File: src/rtl/pipe_ctrl_pkg.sv
// Shared pipeline-control types: mult/div sequencer state and default latency.
package pipe_ctrl_pkg;
  typedef enum logic {
    IDLE = 1'b0,
    BUSY = 1'b1
  } md_state_e;

  localparam int unsigned MD_LATENCY_DEF = 32;
endpackage

File: src/rtl/stall_ctrl_if.sv
// Hazard inputs from issue/EX and stall/flush/mult-div controls back to the pipeline.
interface stall_ctrl_if #(
  parameter int unsigned STALL_CNT_W = 16
);
  logic [4:0]             rs_iss_i;
  logic [4:0]             rt_iss_i;
  logic [4:0]             rt_ex_i;
  logic                   mem_to_reg_ex_i;
  logic                   reg_wr_ex_i;
  logic                   branch_taken_ex_i;
  logic                   md_start_iss_i;
  logic                   md_use_iss_i;
  logic                   stall_fetch_o;
  logic                   stall_iss_o;
  logic                   flush_ex_o;
  logic                   flush_iss_o;
  logic                   md_go_o;
  logic                   md_busy_o;
  logic                   md_done_o;
  logic [STALL_CNT_W-1:0] stall_cnt_o;

  modport master (
    output rs_iss_i, rt_iss_i, rt_ex_i, mem_to_reg_ex_i, reg_wr_ex_i,
           branch_taken_ex_i, md_start_iss_i, md_use_iss_i,
    input  stall_fetch_o, stall_iss_o, flush_ex_o, flush_iss_o,
           md_go_o, md_busy_o, md_done_o, stall_cnt_o
  );

  modport slave (
    input  rs_iss_i, rt_iss_i, rt_ex_i, mem_to_reg_ex_i, reg_wr_ex_i,
           branch_taken_ex_i, md_start_iss_i, md_use_iss_i,
    output stall_fetch_o, stall_iss_o, flush_ex_o, flush_iss_o,
           md_go_o, md_busy_o, md_done_o, stall_cnt_o
  );
endinterface

File: src/rtl/md_seq.sv
// Mult/div occupancy sequencer: IDLE/BUSY FSM with a down-counter over MD_LATENCY cycles.
module md_seq
  import pipe_ctrl_pkg::*;
#(
  parameter int unsigned MD_LATENCY = MD_LATENCY_DEF
) (
  input  logic clk,
  input  logic rst,
  input  logic start_i,
  output logic md_go_o,
  output logic md_busy_o,
  output logic md_done_o
);
  localparam int unsigned     CNT_W    = $clog2(MD_LATENCY);
  localparam logic [CNT_W-1:0] CNT_LOAD = CNT_W'(MD_LATENCY - 1);

  md_state_e        state_q, state_d;
  logic [CNT_W-1:0] cnt_q, cnt_d;

  always_ff @(posedge clk or posedge rst) begin
    if (rst) begin
      state_q <= IDLE;
      cnt_q   <= '0;
    end else begin
      state_q <= state_d;
      cnt_q   <= cnt_d;
    end
  end

  always_comb begin
    state_d = state_q;
    cnt_d   = cnt_q;
    md_go_o = 1'b0;
    case (state_q)
      IDLE: begin
        if (start_i) begin
          md_go_o = 1'b1;
          state_d = BUSY;
          cnt_d   = CNT_LOAD;
        end
      end
      BUSY: begin
        if (cnt_q == '0) state_d = IDLE;
        else             cnt_d   = cnt_q - 1'b1;
      end
      default: state_d = IDLE;
    endcase
  end

  assign md_busy_o = (state_q == BUSY);
  assign md_done_o = (state_q == BUSY) && (cnt_q == '0);
endmodule

File: src/rtl/stall_ctrl.sv
// Stall/flush sequencer: load-use and HI/LO hazards stall issue; taken branches squash issue.
module stall_ctrl
  import pipe_ctrl_pkg::*;
#(
  parameter int unsigned MD_LATENCY  = MD_LATENCY_DEF,
  parameter int unsigned STALL_CNT_W = 16
) (
  input  logic         clk,
  input  logic         rst,
  stall_ctrl_if.slave  bus
);
  logic lu, mh, redirect, hazard, md_start_ok;
  logic md_go, md_busy, md_done;
  logic [STALL_CNT_W-1:0] stall_cnt_q, stall_cnt_d;

  assign lu = bus.mem_to_reg_ex_i & bus.reg_wr_ex_i & (|bus.rt_ex_i) &
              ((bus.rt_ex_i == bus.rs_iss_i) | (bus.rt_ex_i == bus.rt_iss_i));
  assign mh       = md_busy & (bus.md_use_iss_i | bus.md_start_iss_i);
  assign redirect = bus.branch_taken_ex_i;

  // Combinational outputs are gated by rst so everything reads 0 while in reset.
  assign hazard      = !rst & !redirect & (lu | mh);
  assign md_start_ok = !rst & !redirect & !lu & bus.md_start_iss_i;

  md_seq #(
    .MD_LATENCY(MD_LATENCY)
  ) u_md_seq (
    .clk       (clk),
    .rst       (rst),
    .start_i   (md_start_ok),
    .md_go_o   (md_go),
    .md_busy_o (md_busy),
    .md_done_o (md_done)
  );

  always_comb begin
    stall_cnt_d = stall_cnt_q;
    if (hazard && (stall_cnt_q != '1)) stall_cnt_d = stall_cnt_q + 1'b1;
  end

  always_ff @(posedge clk or posedge rst) begin
    if (rst) stall_cnt_q <= '0;
    else     stall_cnt_q <= stall_cnt_d;
  end

  assign bus.stall_fetch_o = hazard;
  assign bus.stall_iss_o   = hazard;
  assign bus.flush_ex_o    = hazard;
  assign bus.flush_iss_o   = !rst & redirect;
  assign bus.md_go_o       = md_go;
  assign bus.md_busy_o     = md_busy;
  assign bus.md_done_o     = md_done;
  assign bus.stall_cnt_o   = stall_cnt_q;
endmodule

File: src/flat_wrapper.sv
// flat-port wrapper written by rule: the top's interface ports become plain ports
module stall_ctrl_flat import pipe_ctrl_pkg::*;
#(
  parameter int unsigned MD_LATENCY  = MD_LATENCY_DEF,
  parameter int unsigned STALL_CNT_W = 16
)
  (clk, rst, bus_rs_iss_i, bus_rt_iss_i, bus_rt_ex_i, bus_mem_to_reg_ex_i, bus_reg_wr_ex_i, bus_branch_taken_ex_i, bus_md_start_iss_i, bus_md_use_iss_i, bus_stall_fetch_o, bus_stall_iss_o, bus_flush_ex_o, bus_flush_iss_o, bus_md_go_o, bus_md_busy_o, bus_md_done_o, bus_stall_cnt_o);
  stall_ctrl_if #(.STALL_CNT_W(STALL_CNT_W)) bus_i ();
  input  logic clk;
  input  logic rst;
  input wire logic [$bits(bus_i.rs_iss_i)-1:0] bus_rs_iss_i;
  input wire logic [$bits(bus_i.rt_iss_i)-1:0] bus_rt_iss_i;
  input wire logic [$bits(bus_i.rt_ex_i)-1:0] bus_rt_ex_i;
  input wire logic [$bits(bus_i.mem_to_reg_ex_i)-1:0] bus_mem_to_reg_ex_i;
  input wire logic [$bits(bus_i.reg_wr_ex_i)-1:0] bus_reg_wr_ex_i;
  input wire logic [$bits(bus_i.branch_taken_ex_i)-1:0] bus_branch_taken_ex_i;
  input wire logic [$bits(bus_i.md_start_iss_i)-1:0] bus_md_start_iss_i;
  input wire logic [$bits(bus_i.md_use_iss_i)-1:0] bus_md_use_iss_i;
  output wire logic [$bits(bus_i.stall_fetch_o)-1:0] bus_stall_fetch_o;
  output wire logic [$bits(bus_i.stall_iss_o)-1:0] bus_stall_iss_o;
  output wire logic [$bits(bus_i.flush_ex_o)-1:0] bus_flush_ex_o;
  output wire logic [$bits(bus_i.flush_iss_o)-1:0] bus_flush_iss_o;
  output wire logic [$bits(bus_i.md_go_o)-1:0] bus_md_go_o;
  output wire logic [$bits(bus_i.md_busy_o)-1:0] bus_md_busy_o;
  output wire logic [$bits(bus_i.md_done_o)-1:0] bus_md_done_o;
  output wire logic [$bits(bus_i.stall_cnt_o)-1:0] bus_stall_cnt_o;
  assign bus_i.rs_iss_i = bus_rs_iss_i;
  assign bus_i.rt_iss_i = bus_rt_iss_i;
  assign bus_i.rt_ex_i = bus_rt_ex_i;
  assign bus_i.mem_to_reg_ex_i = bus_mem_to_reg_ex_i;
  assign bus_i.reg_wr_ex_i = bus_reg_wr_ex_i;
  assign bus_i.branch_taken_ex_i = bus_branch_taken_ex_i;
  assign bus_i.md_start_iss_i = bus_md_start_iss_i;
  assign bus_i.md_use_iss_i = bus_md_use_iss_i;
  assign bus_stall_fetch_o = bus_i.stall_fetch_o;
  assign bus_stall_iss_o = bus_i.stall_iss_o;
  assign bus_flush_ex_o = bus_i.flush_ex_o;
  assign bus_flush_iss_o = bus_i.flush_iss_o;
  assign bus_md_go_o = bus_i.md_go_o;
  assign bus_md_busy_o = bus_i.md_busy_o;
  assign bus_md_done_o = bus_i.md_done_o;
  assign bus_stall_cnt_o = bus_i.stall_cnt_o;
  stall_ctrl #(.MD_LATENCY(MD_LATENCY), .STALL_CNT_W(STALL_CNT_W)) u_core (.clk(clk), .rst(rst), .bus(bus_i));
endmodule
File: config.mk
export PLATFORM = sky130hd
export DESIGN_NAME = stall_ctrl_flat
export DESIGN_NICKNAME = d
export VERILOG_FILES = /design/src/rtl/pipe_ctrl_pkg.sv /design/src/rtl/stall_ctrl_if.sv /design/src/rtl/md_seq.sv /design/src/rtl/stall_ctrl.sv /design/src/flat_wrapper.sv
export SDC_FILE = /design/constraint.sdc
export NUM_CORES = 1
export LEC_CHECK = 0
export ABC_AREA = 1
export ABC_CLOCK_PERIOD_IN_PS = 1900
export CAP_MARGIN = 25
export CORE_AREA = 2 2 77 79
export DETAILED_ROUTE_END_ITERATION = 8
export DIE_AREA = 0 0 79 81
export REMOVE_ABC_BUFFERS = 1
export SLEW_MARGIN = 5
export SYNTH_ARGS = -nofsm -noshare
export SYNTH_HDL_FRONTEND = slang
export SYNTH_SLANG_ARGS = --single-unit
File: constraint.sdc
create_clock -name clk -period 1.9 [get_ports clk]
set_input_delay 0.57 -clock clk [delete_from_list [all_inputs] [get_ports clk]]
set_output_delay 0.57 -clock clk [all_outputs]
set_load 0.02 [all_outputs]
==> flow_metrics.env, run 1 <==
export IMPL_crit_path_end_kind="primary output"
export IMPL_hpwl_um=3100
export IMPL_area_growth_pct=48.5
export IMPL_synth_area_um2=1610
export IMPL_ys_types=25
export IMPL_numPortBuffers=44
export IMPL_worst_slack_ns=-0.185
export IMPL_ys_top_cells_by_area="dfrtp_1 (34%), nand2_1 (20%), nand4_1 (6.6%)"
export IMPL_antenna_found_initial=0
export IMPL_first_pass_iters=5
export IMPL_critical_path_startpoint="bus_md_use_iss_i"
export IMPL_cts_tree="done"
export IMPL_fin_nets=328
export IMPL_clock_sinks=22
export IMPL_grt_pass1_wl_um=7060
export IMPL_synth_avg_cell_area_um2=6.80
export IMPL_post_route_period_util_pct=110
export IMPL_ir_worst_vdd_mv=0.480
export IMPL_route_detailed_drc=0
export IMPL_viasPerCell=4.50
export IMPL_num_io_pins=45
export IMPL_finalHoldViolations=0
export IMPL_vias=1696
export IMPL_synth_area_leader_cell="dfrtp_1"
export IMPL_grt_pass1_vias=1576
export IMPL_hold_start="u_core.u_md_seq.cnt_q[2]"
export IMPL_ant_nets=0
export IMPL_ys_flop_type="dfrtp_1"
export IMPL_wl_per_cell_um=11.2
export IMPL_clk_pin_slew_ns=0.08
export IMPL_worst_pin_slew_ns=0.295
export IMPL_globalRouteTotalUtil_pct=13.5
export IMPL_synth_most_common_cell="nand2_1"
export IMPL_synth_top_area_share_pct=34.2
export IMPL_die_height_um=81
export IMPL_syn_inst=237
export IMPL_die_x_um=79
export IMPL_wirelength_um=4220
export IMPL_hold_class="flop to flop"
export IMPL_yosysSeqAreaShare_pct=34.2
export IMPL_netlist_top_cells_count="nand2_1 (87), nor2_1 (25), inv_1 (24), dfrtp_1 (22), nand4_1 (17)"
export IMPL_setup_viol=5
export IMPL_required_ns=1.33
export IMPL_power_density_nw_per_um2=795
export IMPL_r2r_start="u_core.bus.stall_cnt_o[1]"
export IMPL_wl_met2_um=2010
export IMPL_clockBufferDepth=2
export IMPL_finClkSkew_ns=0.00136
export IMPL_cp_start_kind="primary input"
export IMPL_power_switching_mw=0.751
export IMPL_ys_ff_latch=22
export IMPL_swShare_pct=39.5
export IMPL_power_share_clock_pct=15.2
export IMPL_fin_util_pct=42.2
export IMPL_diodes=0
export IMPL_die_area_um2=6400
export IMPL_htreeDepth=1
export IMPL_internal_power_mw=1.15
export IMPL_grt_max_degree=23
export IMPL_core_um2=5680
export IMPL_path_max_fanout=3
export IMPL_rsz0062_at_grt="yes"
export IMPL_highest_layer="met4"
export IMPL_combinationalPowerShare_pct=50.6
export IMPL_crit_type="primary input to primary output"
export IMPL_wl_met3_um=227
export IMPL_dp_slack_ns=-1.21
export IMPL_status="finished, violations left"
export IMPL_gp_congestion=0.844
export IMPL_maxSlewViolCount=0
export IMPL_fill_cells=612
export IMPL_max_freq_ghz=0.480
export IMPL_first_iter_violations=55
export IMPL_period_minus_slack_ns=2.09
export IMPL_start_util_pct=28.4
export IMPL_pwr_share_seq_pct=34.3
export IMPL_violations="negative setup slack"
export IMPL_cts_made_buffers=3
export IMPL_insertion_delay_ns=0.26
export IMPL_relSlewSlack_pct=80.3
export IMPL_maxCapViolations=0
export IMPL_yosys_warnings=0
export IMPL_cellLeakagePower_nw=1.32
export IMPL_postCtsHoldBufs=0
export IMPL_gr_total_overflow=0
export IMPL_drt_met1_wl_um=1950
export IMPL_synth_async_reset_ratio_pct=100
export IMPL_synth_edf_count=0
export IMPL_root_buffer="clkbuf_8"
export IMPL_rows=28
export IMPL_cp_arrival_ns=1.52
export IMPL_final_layout_size_suffix_gt1_share_pct=28.5
==> registers in the layout, indices dropped and copies added, names as in the netlist <==
signal,cells
u_core.bus.stall_cnt_o,16
u_core.u_md_seq.cnt_q,5
u_core.u_md_seq.md_busy_o,1
==> routing by layer <==
layer | vias up | global-route usage [%]
li1 | 882 | -
met1 | 774 | 18.0
met2 | 38 | 22.9
met3 | 2 | 1.67
met4 | 0 | 4.14
met5 | - | 0
==> per-stage QoR <==
step | TNS [ns] | power, mW | hold WS (ns) | instance area [um^2] | cells
2_1_floorplan | -3.50 | 1.14 | 0.476 | 1570 | 230
3_3_place_gp | -11.95 | 1.57 | 0.490 | 2270 | 371
3_5_place_dp | -12.52 | 1.60 | 0.497 | 2270 | 371
4_1_cts | -0.886 | 1.87 | 0.518 | 2260 | 375
5_1_grt | -1.26 | 2.07 | 0.560 | 2390 | 377
6_report | -0.746 | 1.90 | 0.514 | 2390 | 377
==> power groups by stage <==
stage | Clock (mW) | Sequential, mW | Combinational (mW)
floorplan | 0 | 0.729 | 0.408
global placement | 0 | 0.652 | 0.919
detailed placement | 0 | 0.654 | 0.943
CTS | 0.305 | 0.651 | 0.914
global route | 0.323 | 0.670 | 1.07
finish | 0.288 | 0.652 | 0.962
==> cell usage in the layout, fill, tap and decap left out, types with 3 or more instances in the layout <==
cell type        synthesis  routed
nand2_1                 87      79
buf_4                    2      29
dfrtp_1                 22      22
nor2_1                  25      21
inv_1                   24      17
nand4_1                 17      17
dlygate4sd2_1            0      17
nand3_1                 16      15
nand2_2                  1       9
inv_2                    4       9
xnor2_1                 10       9
buf_6                    1       8
xor2_1                   6       6
nor2_2                   3       5
buf_2                    2       5
nor2_4                   1       3
nor3_1                   3       3
clkbuf_8                 0       3
clkdlybuf4s50_1          0       3
dlymetal6s2s_1           0       3
==> repair_timing <==
item,CTS,global route
setup buffers,1,2
gates resized for setup,125,34
cloned,0,0
endpoints found under the setup margin,38,8
pin swaps,25,18
==> worst max-delay path, stage by stage <==
cell and delay, ns:
clkdlybuf4s50_1 0.40, o21ai_1 0.19, a21boi_2 0.08, buf_4 0.15, buf_6 0.12
==> logic make-up (layout without fill, tap and decap cells) <==
group	count (synthesis)	after routing	share of synthesized area (%)
XOR/XNOR	16	16	8.70
adder cells (fa/ha/maj)	2	2	1.55
buffers and inverters	35	100	9.24
AO/OA/AOI/OAI	3	3	1.09
AND/OR/NAND/NOR	159	159	45.3
flip-flops	22	22	34.2
==> area by class of cell <==
| class | instances | area (um^2) | area share (%) |
|---|---|---|---|
| inverter | 28 | 110 | 4.60 |
| sequential | 22 | 551 | 23.0 |
| clock buffer | 3 | 41.3 | 1.73 |
| timing repair buffer | 69 | 609 | 25.5 |
| tap | 75 | 93.8 | 3.92 |
| multi-input combinational | 180 | 988 | 41.3 |
==> worst paths after layout <==
kind,end,slack (ns),depth (start not counted)
max,bus_stall_iss_o,-0.19,5
min,u_core.u_md_seq.cnt_q[2],0.51,2
max reg2reg,u_core.bus.stall_cnt_o[1],0.16,9
min reg2reg,u_core.u_md_seq.cnt_q[2],0.51,2
max in group asynchronous,u_core.bus.stall_cnt_o[8],1.03,4
min in group asynchronous,u_core.bus.stall_cnt_o[1],0.65,4
(Power assumes the default switching activity.)
==> run 2: changes to the inputs <==
Settings changed: CORE_AREA 2 2 77 79 to 2 2 65 67, DIE_AREA 0 0 79 81 to 0 0 67 69, PLACE_DENSITY set to 0.73, TNS_END_PERCENT set to 20.
==> flow_metrics.env, run 2 (synthesis results as in run 1) <==
export IMPL_post_route_cell_area_um2=2390
export IMPL_relSlewSlack_pct=80.8
export IMPL_reg2reg_depth=9
export IMPL_die_x_um=67
export IMPL_setup_viol=4
export IMPL_cp_top_family="buffers and inverters"
export IMPL_final_layout_size_suffix_gt1_share_pct=27.9
export IMPL_num_io_pins=45
export IMPL_internal_power_mw=1.30
export IMPL_maxSlewViolCount=0
export IMPL_power_switching_mw=0.762
export IMPL_wirelength_um=4110
export IMPL_hpwl_um=3020
export IMPL_cp_slowest_stage_delay_ns=0.47
export IMPL_finClkSkew_ns=0.00620
export IMPL_maxCapViolations=0
export IMPL_gp_congestion=0.919
export IMPL_root_buffer="clkbuf_8"
export IMPL_grt_pass1_wl_um=6910
export IMPL_cellLeakagePower_nw=1.34
export IMPL_numPortBuffers=44
export IMPL_hold_class="flop to flop"
export IMPL_insertion_delay_ns=0.27
export IMPL_first_iter_violations=45
export IMPL_total_power_mw=2.07
export IMPL_crit_path_end="bus_stall_iss_o"
export IMPL_power_density_nw_per_um2=865
export IMPL_viasPerCell=4.83
export IMPL_htreeDepth=1
export IMPL_crit_type="primary input to primary output"
export IMPL_setup_tns_ns=-0.609
export IMPL_power_share_clock_pct=21.2
export IMPL_vias=1716
export IMPL_crit_slowest_cell="clkdlybuf4s50_1"
export IMPL_gr_total_overflow=0
export IMPL_worst_slack_ns=-0.157
export IMPL_fin_nets=330
export IMPL_ant_nets=0
export IMPL_antenna_found_initial=0
export IMPL_die_area_um2=4620
export IMPL_reg2reg_to="u_core.bus.stall_cnt_o[2]"
export IMPL_worst_pin_slew_ns=0.289
export IMPL_status="finished, violations left"
export IMPL_diodes=0
export IMPL_globalRouteTotalUtil_pct=18.9
export IMPL_cts_tree="done"
export IMPL_dp_slack_ns=-1.21
export IMPL_swShare_pct=36.9
export IMPL_placed_cell_area_um2=2260
export IMPL_rrSetupSlack_ns=0.28
export IMPL_largest_reg_flops=16
export IMPL_path_cells="clkdlybuf4s50_1 -> o21ai_2 -> a21boi_4 -> buf_6"
export IMPL_clock_sinks=22
export IMPL_crit_path_end_kind="primary output"
export IMPL_clockBufferDepth=2
export IMPL_period_minus_slack_ns=2.06
export IMPL_die_height_um=69
export IMPL_finalHoldViolations=0
export IMPL_final_cell_mix="nand2_1 (82), buf_4 (26), nor2_1 (22), dfrtp_1 (22), inv_1 (19)"
export IMPL_cp_start_kind="primary input"
export IMPL_start_util_pct=41.2
export IMPL_path_max_fanout=3
export IMPL_rows=23
export IMPL_worst_path_stages=4
export IMPL_core_um2=3910
export IMPL_first_pass_iters=4
export IMPL_r2r_start="u_core.bus.stall_cnt_o[0]"
export IMPL_pwr_share_seq_pct=31.4
export IMPL_required_ns=1.33
export IMPL_hold_start="u_core.u_md_seq.cnt_q[2]"
export IMPL_critical_path_startpoint="bus_md_use_iss_i"
export IMPL_rsz0062_at_grt="yes"
export IMPL_route_detailed_drc=0
export IMPL_grt_max_degree=23
export IMPL_cts_made_buffers=3
export IMPL_post_route_period_util_pct=108
export IMPL_area_growth_pct=48.3
export IMPL_max_freq_ghz=0.486
export IMPL_crit_buf_inv=2
export IMPL_fill_cells=363
export IMPL_violations="negative setup slack"
export IMPL_fin_util_pct=61.1
export IMPL_grt_pass1_vias=1624
export IMPL_cp_arrival_ns=1.49
export IMPL_ir_worst_vdd_mv=0.742
export IMPL_layout_commonest_cell="nand2_1"
export IMPL_combinationalPowerShare_pct=47.4
export IMPL_wl_per_cell_um=11.6
export IMPL_postCtsHoldBufs=0
export IMPL_clk_pin_slew_ns=0.08
## run 2: per-stage QoR
| step | std cells | hold slack [ns] |
|---|---|---|
| final | 355 | 0.534 |
| after global routing | 355 | 0.600 |
| after CTS | 355 | 0.520 |
| after detailed placement | 348 | 0.502 |
| after global placement | 348 | 0.489 |
| after floorplan | 230 | 0.476 |
## run 2: worst min-delay path by stage
stage          slack [ns]                       end  cells after the start
2_1_floorplan        0.48  u_core.u_md_seq.cnt_q[1]                      2
3_3_place_gp         0.49  u_core.u_md_seq.cnt_q[1]                      2
3_5_place_dp         0.50  u_core.u_md_seq.cnt_q[2]                      2
4_1_cts              0.52  u_core.u_md_seq.cnt_q[2]                      2
5_1_grt              0.60  u_core.u_md_seq.cnt_q[4]                      2
6_report             0.53  u_core.u_md_seq.cnt_q[2]                      2
## run 2: tightest hold or removal path: stages, from the launching register on
cell     delay [ns]
dfrtp_1        0.36
nand3_1        0.08
nand2_1        0.07
## run 2: routing by layer
metal / wire length, um / global-route usage [%]
met2: 2010 / 32.1
met4: 64 / 6.80
met1: 1810 / 24.3
met3: 217 / 1.96
met5: 0 / 0
## run 2: final cells by class
class / instances / area [um^2] / share of cell area (%)
multi-input combinational: 180 / 970 / 40.6
tap: 50 / 62.6 / 2.62
clock inverter: 1 / 30.0 / 1.26
inverter: 28 / 108 / 4.50
timing repair buffer: 71 / 628 / 26.3
clock buffer: 3 / 41.3 / 1.73
sequential: 22 / 551 / 23.0
## run 2: repair_timing
| action | CTS | global route |
|---|---|---|
| gates resized for setup | 139 | 12 |
| endpoints found under the setup margin | 40 | 8 |
| endpoints found under the hold margin | 0 | 0 |
| setup buffers | 3 | 0 |
| pin swaps | 25 | 12 |
## run 2: power by group through the flow
stage	clock network, mW	logic, mW	registers [mW]
after floorplan	0	0.408	0.729
after global placement	0	0.932	0.647
after detailed placement	0	0.960	0.652
after CTS	0.450	0.977	0.648
after global routing	0.463	1.12	0.662
final	0.438	0.980	0.650
